**src/rtl/stream_rr_arbiter.sv**
```systemverilog
// Round-robin AXI-Stream merger: grants one source per packet, forwarding beats
// through a single registered output stage tagged with the source index.
module stream_rr_arbiter #(
  parameter int DATA_WIDTH = 32,
  parameter int NUM_SRC    = 4,
  parameter int ID_WIDTH   = 3
) (
  input  logic                            clk,
  input  logic                            reset,
  input  logic [NUM_SRC*DATA_WIDTH-1:0]   S_AXI_TDATA,
  input  logic [NUM_SRC*DATA_WIDTH/8-1:0] S_AXI_TKEEP,
  input  logic [NUM_SRC-1:0]              S_AXI_TVALID,
  output logic [NUM_SRC-1:0]              S_AXI_TREADY,
  input  logic [NUM_SRC-1:0]              S_AXI_TLAST,
  output logic [DATA_WIDTH-1:0]           M_AXI_TDATA,
  output logic [DATA_WIDTH/8-1:0]         M_AXI_TKEEP,
  output logic                            M_AXI_TLAST,
  output logic                            M_AXI_TVALID,
  input  logic                            M_AXI_TREADY,
  output logic [ID_WIDTH-1:0]             M_AXI_TID,
  output logic                            busy
);

  localparam int KEEP_WIDTH = DATA_WIDTH / 8;

  typedef enum logic {IDLE, BUSY} state_t;

  state_t                state, state_next;
  logic [ID_WIDTH-1:0]   grant, grant_next;
  logic [ID_WIDTH-1:0]   last_grant, last_grant_next;
  logic [ID_WIDTH-1:0]   rr_pick;
  logic                  rr_found;
  logic                  load_en;
  logic                  accept;
  logic [DATA_WIDTH-1:0] sel_data;
  logic [KEEP_WIDTH-1:0] sel_keep;
  logic                  sel_valid;
  logic                  sel_last;

  assign load_en = !M_AXI_TVALID || M_AXI_TREADY;
  assign busy    = (state == BUSY);
  assign accept  = busy && sel_valid && load_en;

  // Search upward from the source after last_grant, wrapping at NUM_SRC.
  always_comb begin
    // NOTE: every variable gets a default first so no path leaves it unassigned (no latch).
    rr_pick  = '0;
    rr_found = 1'b0;
    for (int i = 0; i < NUM_SRC; i++) begin
      for (int j = 0; j < NUM_SRC; j++) begin
        if (!rr_found && S_AXI_TVALID[j] && (j == (int'(last_grant) + i + 1) % NUM_SRC)) begin
          rr_found = 1'b1;
          rr_pick  = ID_WIDTH'(j);
        end
      end
    end
  end

  always_comb begin
    sel_data     = '0;
    sel_keep     = '0;
    sel_valid    = 1'b0;
    sel_last     = 1'b0;
    S_AXI_TREADY = '0;
    for (int j = 0; j < NUM_SRC; j++) begin
      if (grant == ID_WIDTH'(j)) begin
        sel_data        = S_AXI_TDATA[j*DATA_WIDTH +: DATA_WIDTH];
        sel_keep        = S_AXI_TKEEP[j*KEEP_WIDTH +: KEEP_WIDTH];
        sel_valid       = S_AXI_TVALID[j];
        sel_last        = S_AXI_TLAST[j];
        S_AXI_TREADY[j] = !reset && busy && load_en;
      end
    end
  end

  always_comb begin
    state_next      = state;
    grant_next      = grant;
    last_grant_next = last_grant;
    case (state)
      IDLE: begin
        if (rr_found) begin
          grant_next = rr_pick;
          state_next = BUSY;
        end
      end
      BUSY: begin
        // Grant is held for the whole packet, even across source stalls.
        if (accept && sel_last) begin
          last_grant_next = grant;
          state_next      = IDLE;
        end
      end
      default: state_next = IDLE;
    endcase
  end

  always_ff @(posedge clk) begin
    // NOTE: sequential state uses non-blocking assignments only.
    if (reset) begin
      state        <= IDLE;
      grant        <= '0;
      last_grant   <= ID_WIDTH'(NUM_SRC - 1);
      M_AXI_TVALID <= 1'b0;
      M_AXI_TDATA  <= '0;
      M_AXI_TKEEP  <= '0;
      M_AXI_TLAST  <= 1'b0;
      M_AXI_TID    <= '0;
    end else begin
      state      <= state_next;
      grant      <= grant_next;
      last_grant <= last_grant_next;
      if (load_en) begin
        M_AXI_TDATA  <= sel_data;
        M_AXI_TKEEP  <= sel_keep;
        M_AXI_TLAST  <= sel_last;
        M_AXI_TID    <= grant;
        M_AXI_TVALID <= busy && sel_valid;
      end
    end
  end

endmodule

```
**config.mk**
```make
export PLATFORM = sky130hd
export DESIGN_NAME = stream_rr_arbiter
export DESIGN_NICKNAME = d
export VERILOG_FILES = /design/src/rtl/stream_rr_arbiter.sv
export SDC_FILE = /design/constraint.sdc
export NUM_CORES = 1
export LEC_CHECK = 0
export ABC_CLOCK_PERIOD_IN_PS = 3500
export CORE_UTILIZATION = 36
export DETAILED_ROUTE_END_ITERATION = 10
export PLACE_DENSITY = 0.95
export SYNTH_ARGS = -nofsm -noshare
export SYNTH_HDL_FRONTEND = slang
export SYNTH_SLANG_ARGS = --single-unit
```
**constraint.sdc**
```tcl
create_clock -name clk -period 3.5 [get_ports clk]
set_clock_uncertainty 0.05 [all_clocks]
set_input_delay 0.35 -clock clk [delete_from_list [all_inputs] [get_ports clk]]
set_output_delay 0.35 -clock clk [all_outputs]
set_load 0.005 [all_outputs]
```
==> results of run 1 <==
[synth_stat cells]
| master | n | share of area |
|---|---|---|
| nor2_1 | 11 | 0.016 |
| nor4b_1 | 1 | 0.0034 |
| nor2_2 | 1 | 0.0024 |
| nor3_1 | 1 | 0.0019 |
| o22ai_1 | 2 | 0.0048 |
| buf_1 | 4 | 0.0058 |
| dfxtp_1 | 45 | 0.35 |
| a21o_1 | 1 | 0.0029 |
| buf_4 | 2 | 0.0058 |
| nor2b_1 | 4 | 0.0096 |
| buf_6 | 4 | 0.017 |
| clkbuf_1 | 9 | 0.013 |
| nand2_1 | 82 | 0.12 |
| o21ai_1 | 1 | 0.0019 |
| conb_1 | 1 | 0.0014 |
| a211o_1 | 1 | 0.0034 |
| buf_2 | 6 | 0.012 |
| a21oi_1 | 42 | 0.081 |
| mux2i_1 | 2 | 0.0077 |
| and3_1 | 1 | 0.0024 |
| nand2b_1 | 4 | 0.0096 |
| nor4_1 | 1 | 0.0024 |
| mux4_2 | 38 | 0.33 |
[logic make-up after synthesis]
logic type,after synthesis,share of synthesized area
other,1,0.00145
flip-flops,45,0.347
multiplexers,40,0.338
buffers and inverters,25,0.0535
AND/OR/NAND/NOR,106,0.166
AO/OA/AOI/OAI,47,0.0940
[worst max-delay path: stages, from the launching register on]
cell and delay (ps):
dfxtp_2 920, and3_1 270, clkdlybuf4s50_1 500
[sequential cells by signal (all words and copies together), names as in the netlist]
signal        flops
M_AXI_TLAST       1
busy              1
M_AXI_TKEEP       4
M_AXI_TDATA      32
grant             2
last_grant        2
M_AXI_TID         2
M_AXI_TVALID      1
[cell usage in the layout, fill, tap and decap left out, types with 2 or more instances in the layout]
cell type | synthesis | layout
clkdlybuf4s50_1 | 0 | 198
nand2_1 | 82 | 82
dfxtp_1 | 45 | 43
a21oi_1 | 42 | 42
mux4_2 | 38 | 38
nor2_1 | 11 | 11
clkbuf_8 | 0 | 7
buf_4 | 2 | 5
nand2b_1 | 4 | 4
nor2b_1 | 4 | 3
mux2i_1 | 2 | 2
o22ai_1 | 2 | 2
dfxtp_2 | 0 | 2
[metal layers]
metal	wire length (um)	up-vias	global-route usage
li1	-	1312	-
met1	2970	1330	0.237
met2	4870	166	0.455
met3	1020	22	0.0844
met4	244	0	0.0985
met5	0	-	0
[final cells by class]
cell class | instances | share of cell area
Tap cell | 96 | 0.0255
Sequential cell | 45 | 0.192
Clock buffer | 7 | 0.0204
Timing Repair Buffer | 204 | 0.430
Clock inverter | 1 | 0.00106
Multi-Input combinational cell | 194 | 0.332
[path summary, 6_finish.rpt]
path / end / from / slack [ps] / depth (start not counted)
worst max-delay path: S_AXI_TREADY[3] / grant[0] / 1120 / 2
worst min-delay path: busy / reset / 370 / 3
worst max register to register: M_AXI_TDATA[25] / grant[0] / 1240 / 4
worst min register to register: M_AXI_TDATA[20] / M_AXI_TDATA[20] / 400 / 2
[report_power, final]
part           internal (mW)  total (mW)  switching (mW)
Sequential             0.584       0.658          0.0745
Combinational          0.449       0.647           0.198
Clock                  0.179       0.355           0.177
Total                   1.21        1.66           0.449
==> metrics.txt, run 1 <==
Die Span Y 86.9 um; GR Overflow Total 0; sequential area share after synthesis 0.347; layout cells sized above 1 0.124; hold_buf cts 0; storage element area 903 sq um; post-route cell area 4710 sq um; Req. time, crit path 3100 ps; dpl ws 1180 ps; Vias/cell 5.17; total number of vias 2830; PostCTS Resize Cnt 0; Synth Instances 264; clock-pin slew of the registers on the worst-case setup and hold paths 80 ps; FP Rows 30; wire per inst 16.6 um; Hold Fails Final Rpt 0; hpwl dp 7090 um; RSZ-0062 raised after global routing no; Initial DRC Count 87; nets@finish 605; fill count 536; Startpoint Class flip-flop; fin util 0.686; setup tns final 0 ps; WHS 366 ps; number of synthesized register bits 45; Post-DRT Antenna Nets 0; syn avg cell area 9.83 sq um; slack of the critical path 1120 ps; Critical Path AT 1980 ps; Core Box Area 6870 sq um; antenna cells 0; Layout Cells excl Fill 547; Tot Pwr 1.66 mW; Clk Latency, worst-skew pair 290 ps; Post-CTS Setup Inserts 0; Leakage 1.72 nW; synth unique cells 23; initial core utilization 0.378; H-tree levels 2; Setup CP Type flip-flop to output port; status finished clean; CTS tree done; dpl cell area 4610 sq um; die width 86.9 um; Rel. slew slack 0.407; pin count of the biggest net entering global routing 48; Final period util 0.679; GRT Total Usage 0.241; first-pass GRT wire length 13700 um; # IOs 201; Fmax achieved 421 MHz; Root Driver clkbuf_8; Final setup viols 0; post-synthesis cell area 2590 sq um; DRT Pass-1 Iters 4; Inserted Clock Buffers 5; Crit Path Max Fanout 30; initial antenna violation count 0; HP Class primary input to flip-flop; vias in the first global route 2992; minimum clock period 2380 ps; # DRC 0; drt total wl 9100 um; Routability Congestion 0.772; Peak VDD IR 0.155 mV; Final Max Tran Viols 0; max cap viols 0; placed insts 539; Die Area 7550 sq um; Net Count, Synth 419; Syn-to-layout area delta 81.6%; area of the multi-input gates 1560 sq um; synth warn 0; Clock Tree Buf Depth 2; PwrDens 352 nW/um^2; worst slew pin tran 889 ps; clock sinks 45; port bufs 199; critical path endpoint category output port
(Power assumes the default switching activity.)
==> run 2: changes to the inputs <==
==> config.mk (replaced) <==
export PLATFORM = sky130hd
export DESIGN_NAME = stream_rr_arbiter
export DESIGN_NICKNAME = d
export VERILOG_FILES = /design/src/rtl/stream_rr_arbiter.sv
export SDC_FILE = /design/constraint.sdc
export NUM_CORES = 1
export LEC_CHECK = 0
export ABC_CLOCK_PERIOD_IN_PS = 2000
export CORE_UTILIZATION = 31
export DETAILED_ROUTE_END_ITERATION = 10
export PLACE_DENSITY = 0.88
export SYNTH_ARGS = -nofsm -noshare
export SYNTH_HDL_FRONTEND = slang
export SYNTH_SLANG_ARGS = --single-unit
==> constraint.sdc (replaced) <==
create_clock -name clk -period 2 [get_ports clk]
set_clock_uncertainty 0.05 [all_clocks]
set_input_delay 0.2 -clock clk [delete_from_list [all_inputs] [get_ports clk]]
set_output_delay 0.2 -clock clk [all_outputs]
set_load 0.005 [all_outputs]
==> run 2 against run 1 <==
Net effect: non-clock buffer count up 5; sequential power up 67%; sequential share of layout area down 0.19 points; via count down 1.6%; total power up 73%.
==> metrics.txt, run 2 (same netlist as run 1, synthesis figures left out) <==
pin count of the biggest net entering global routing 48; Rel. slew slack 0.663; vias in the first global route 2857; R2R depth 5; Hold Crit Depth 3; GR Overflow Total 0; worst setup path start grant[1]; die width 93.5 um; dpl cell area 4670 sq um; initial antenna violation count 0; Inserted Clock Buffers 5; Biggest register M_AXI_TDATA; WHS 254 ps; wire per inst 15.7 um; max cap viols 0; Final setup viols 0; Root Driver clkbuf_8; Final period util 0.943; reg-to-reg setup timing slack 380 ps; drt total wl 8770 um; Startpoint Class flip-flop; first-pass GRT wire length 13300 um; # IOs 201; Setup CP Type flip-flop to output port; fill count 675; worst slew pin tran 505 ps; post-route cell area 4760 sq um; Worst Hold Path EP busy; Initial DRC Count 61; most common cell after layout, fill and taps aside clkdlybuf4s50_1; Tot Pwr 2.88 mW; PwrDens 605 nW/um^2; initial core utilization 0.317; setup tns final 0 ps; Final Max Tran Viols 0; hpwl dp 7080 um; clock sinks 45; highest-count cells in the layout ignoring fill and taps clkdlybuf4s50_1 (198), nand2_1 (82), dfxtp_1 (42), a21oi_1 (42), mux4_2 (38); hold_buf cts 0; Post-DRT Antenna Nets 0; reg2reg end busy; Crit Path Max Fanout 19; Hold Fails Final Rpt 0; clock-pin slew of the registers on the worst-case setup and hold paths 80 ps; layout cells sized above 1 0.136; fin util 0.583; RSZ-0062 raised after global routing no; total number of vias 2784; status finished clean; Clk Latency, worst-skew pair 290 ps; CTS tree done; Die Span Y 93.5 um; antenna cells 0; Core Box Area 8180 sq um; Critical Path AT 1640 ps; HP Class primary input to flip-flop; FP Rows 33; Clock Tree Buf Depth 2; Vias/cell 4.97; Die Area 8740 sq um; Syn-to-layout area delta 83.6%; RR Startpoint grant[0]; Req. time, crit path 1750 ps; Top Registers M_AXI_TDATA: 32 flops, M_AXI_TKEEP: 4 flops; number of flip-flops in the largest register 32; DRT Pass-1 Iters 4; Fmax achieved 530 MHz; port bufs 199; Peak VDD IR 0.287 mV; Leakage 1.74 nW; Routability Congestion 0.811; GRT Total Usage 0.200; nets@finish 610; critical path endpoint category output port; H-tree levels 2; HP Start reset; # DRC 0; minimum clock period 1890 ps
==> run 2: per-layer routing <==
metal  GRT usage  vias to the layer above  share of wire
li1            -                     1321              -
met2       0.409                      148           0.56
met5           0                        -              0
met1       0.186                     1299           0.32
met3      0.0585                       16          0.090
met4      0.0654                        0          0.021
==> run 2: timing repair <==
action                                  CTS  global route
buffers inserted                          0             0
endpoints found under the setup margin    0             3
gates resized for setup                   0             2
endpoints found under the hold margin     0             0
==> run 2: area by class of cell <==
cell class,instances,area [sq um],share of cell area
Timing Repair Buffer,209,2070,0.435
Sequential cell,45,905,0.190
Clock buffer,7,86.3,0.0181
Tap cell,105,131,0.0276
Multi-Input combinational cell,194,1570,0.329
==> run 2: worst max path at each step <==
stage	end	slack, ps	cells after the start
3_5_place_dp	S_AXI_TREADY[2]	80	6
2_1_floorplan	M_AXI_TDATA[10]	570	5
3_3_place_gp	S_AXI_TREADY[3]	120	5
6_report	S_AXI_TREADY[3]	110	3
5_1_grt	S_AXI_TREADY[2]	10	4
4_1_cts	S_AXI_TREADY[2]	60	5
==> run 2: per-stage QoR <==
step | std cells | setup slack [ps]
floorplan | 264 | 574
global placement | 553 | 123
detailed placement | 553 | 84.5
CTS | 560 | 65.0
global route | 560 | 14.9
finish | 560 | 114
==> run 2: critical path, cell delays in order, from the launching register on <==
cell and delay (ps):
dfxtp_2 370, buf_4 280, and3_1 190, clkdlybuf4s50_1 500
==> run 2: power breakdown <==
| part | switching, mW | leakage (nW) | total, mW | internal, mW |
|---|---|---|---|---|
| clock network | 0.283 | 0.0443 | 0.557 | 0.274 |
| registers | 0.0780 | 0.375 | 1.10 | 1.02 |
| logic | 0.412 | 1.32 | 1.22 | 0.811 |
| total | 0.773 | 1.74 | 2.88 | 2.11 |
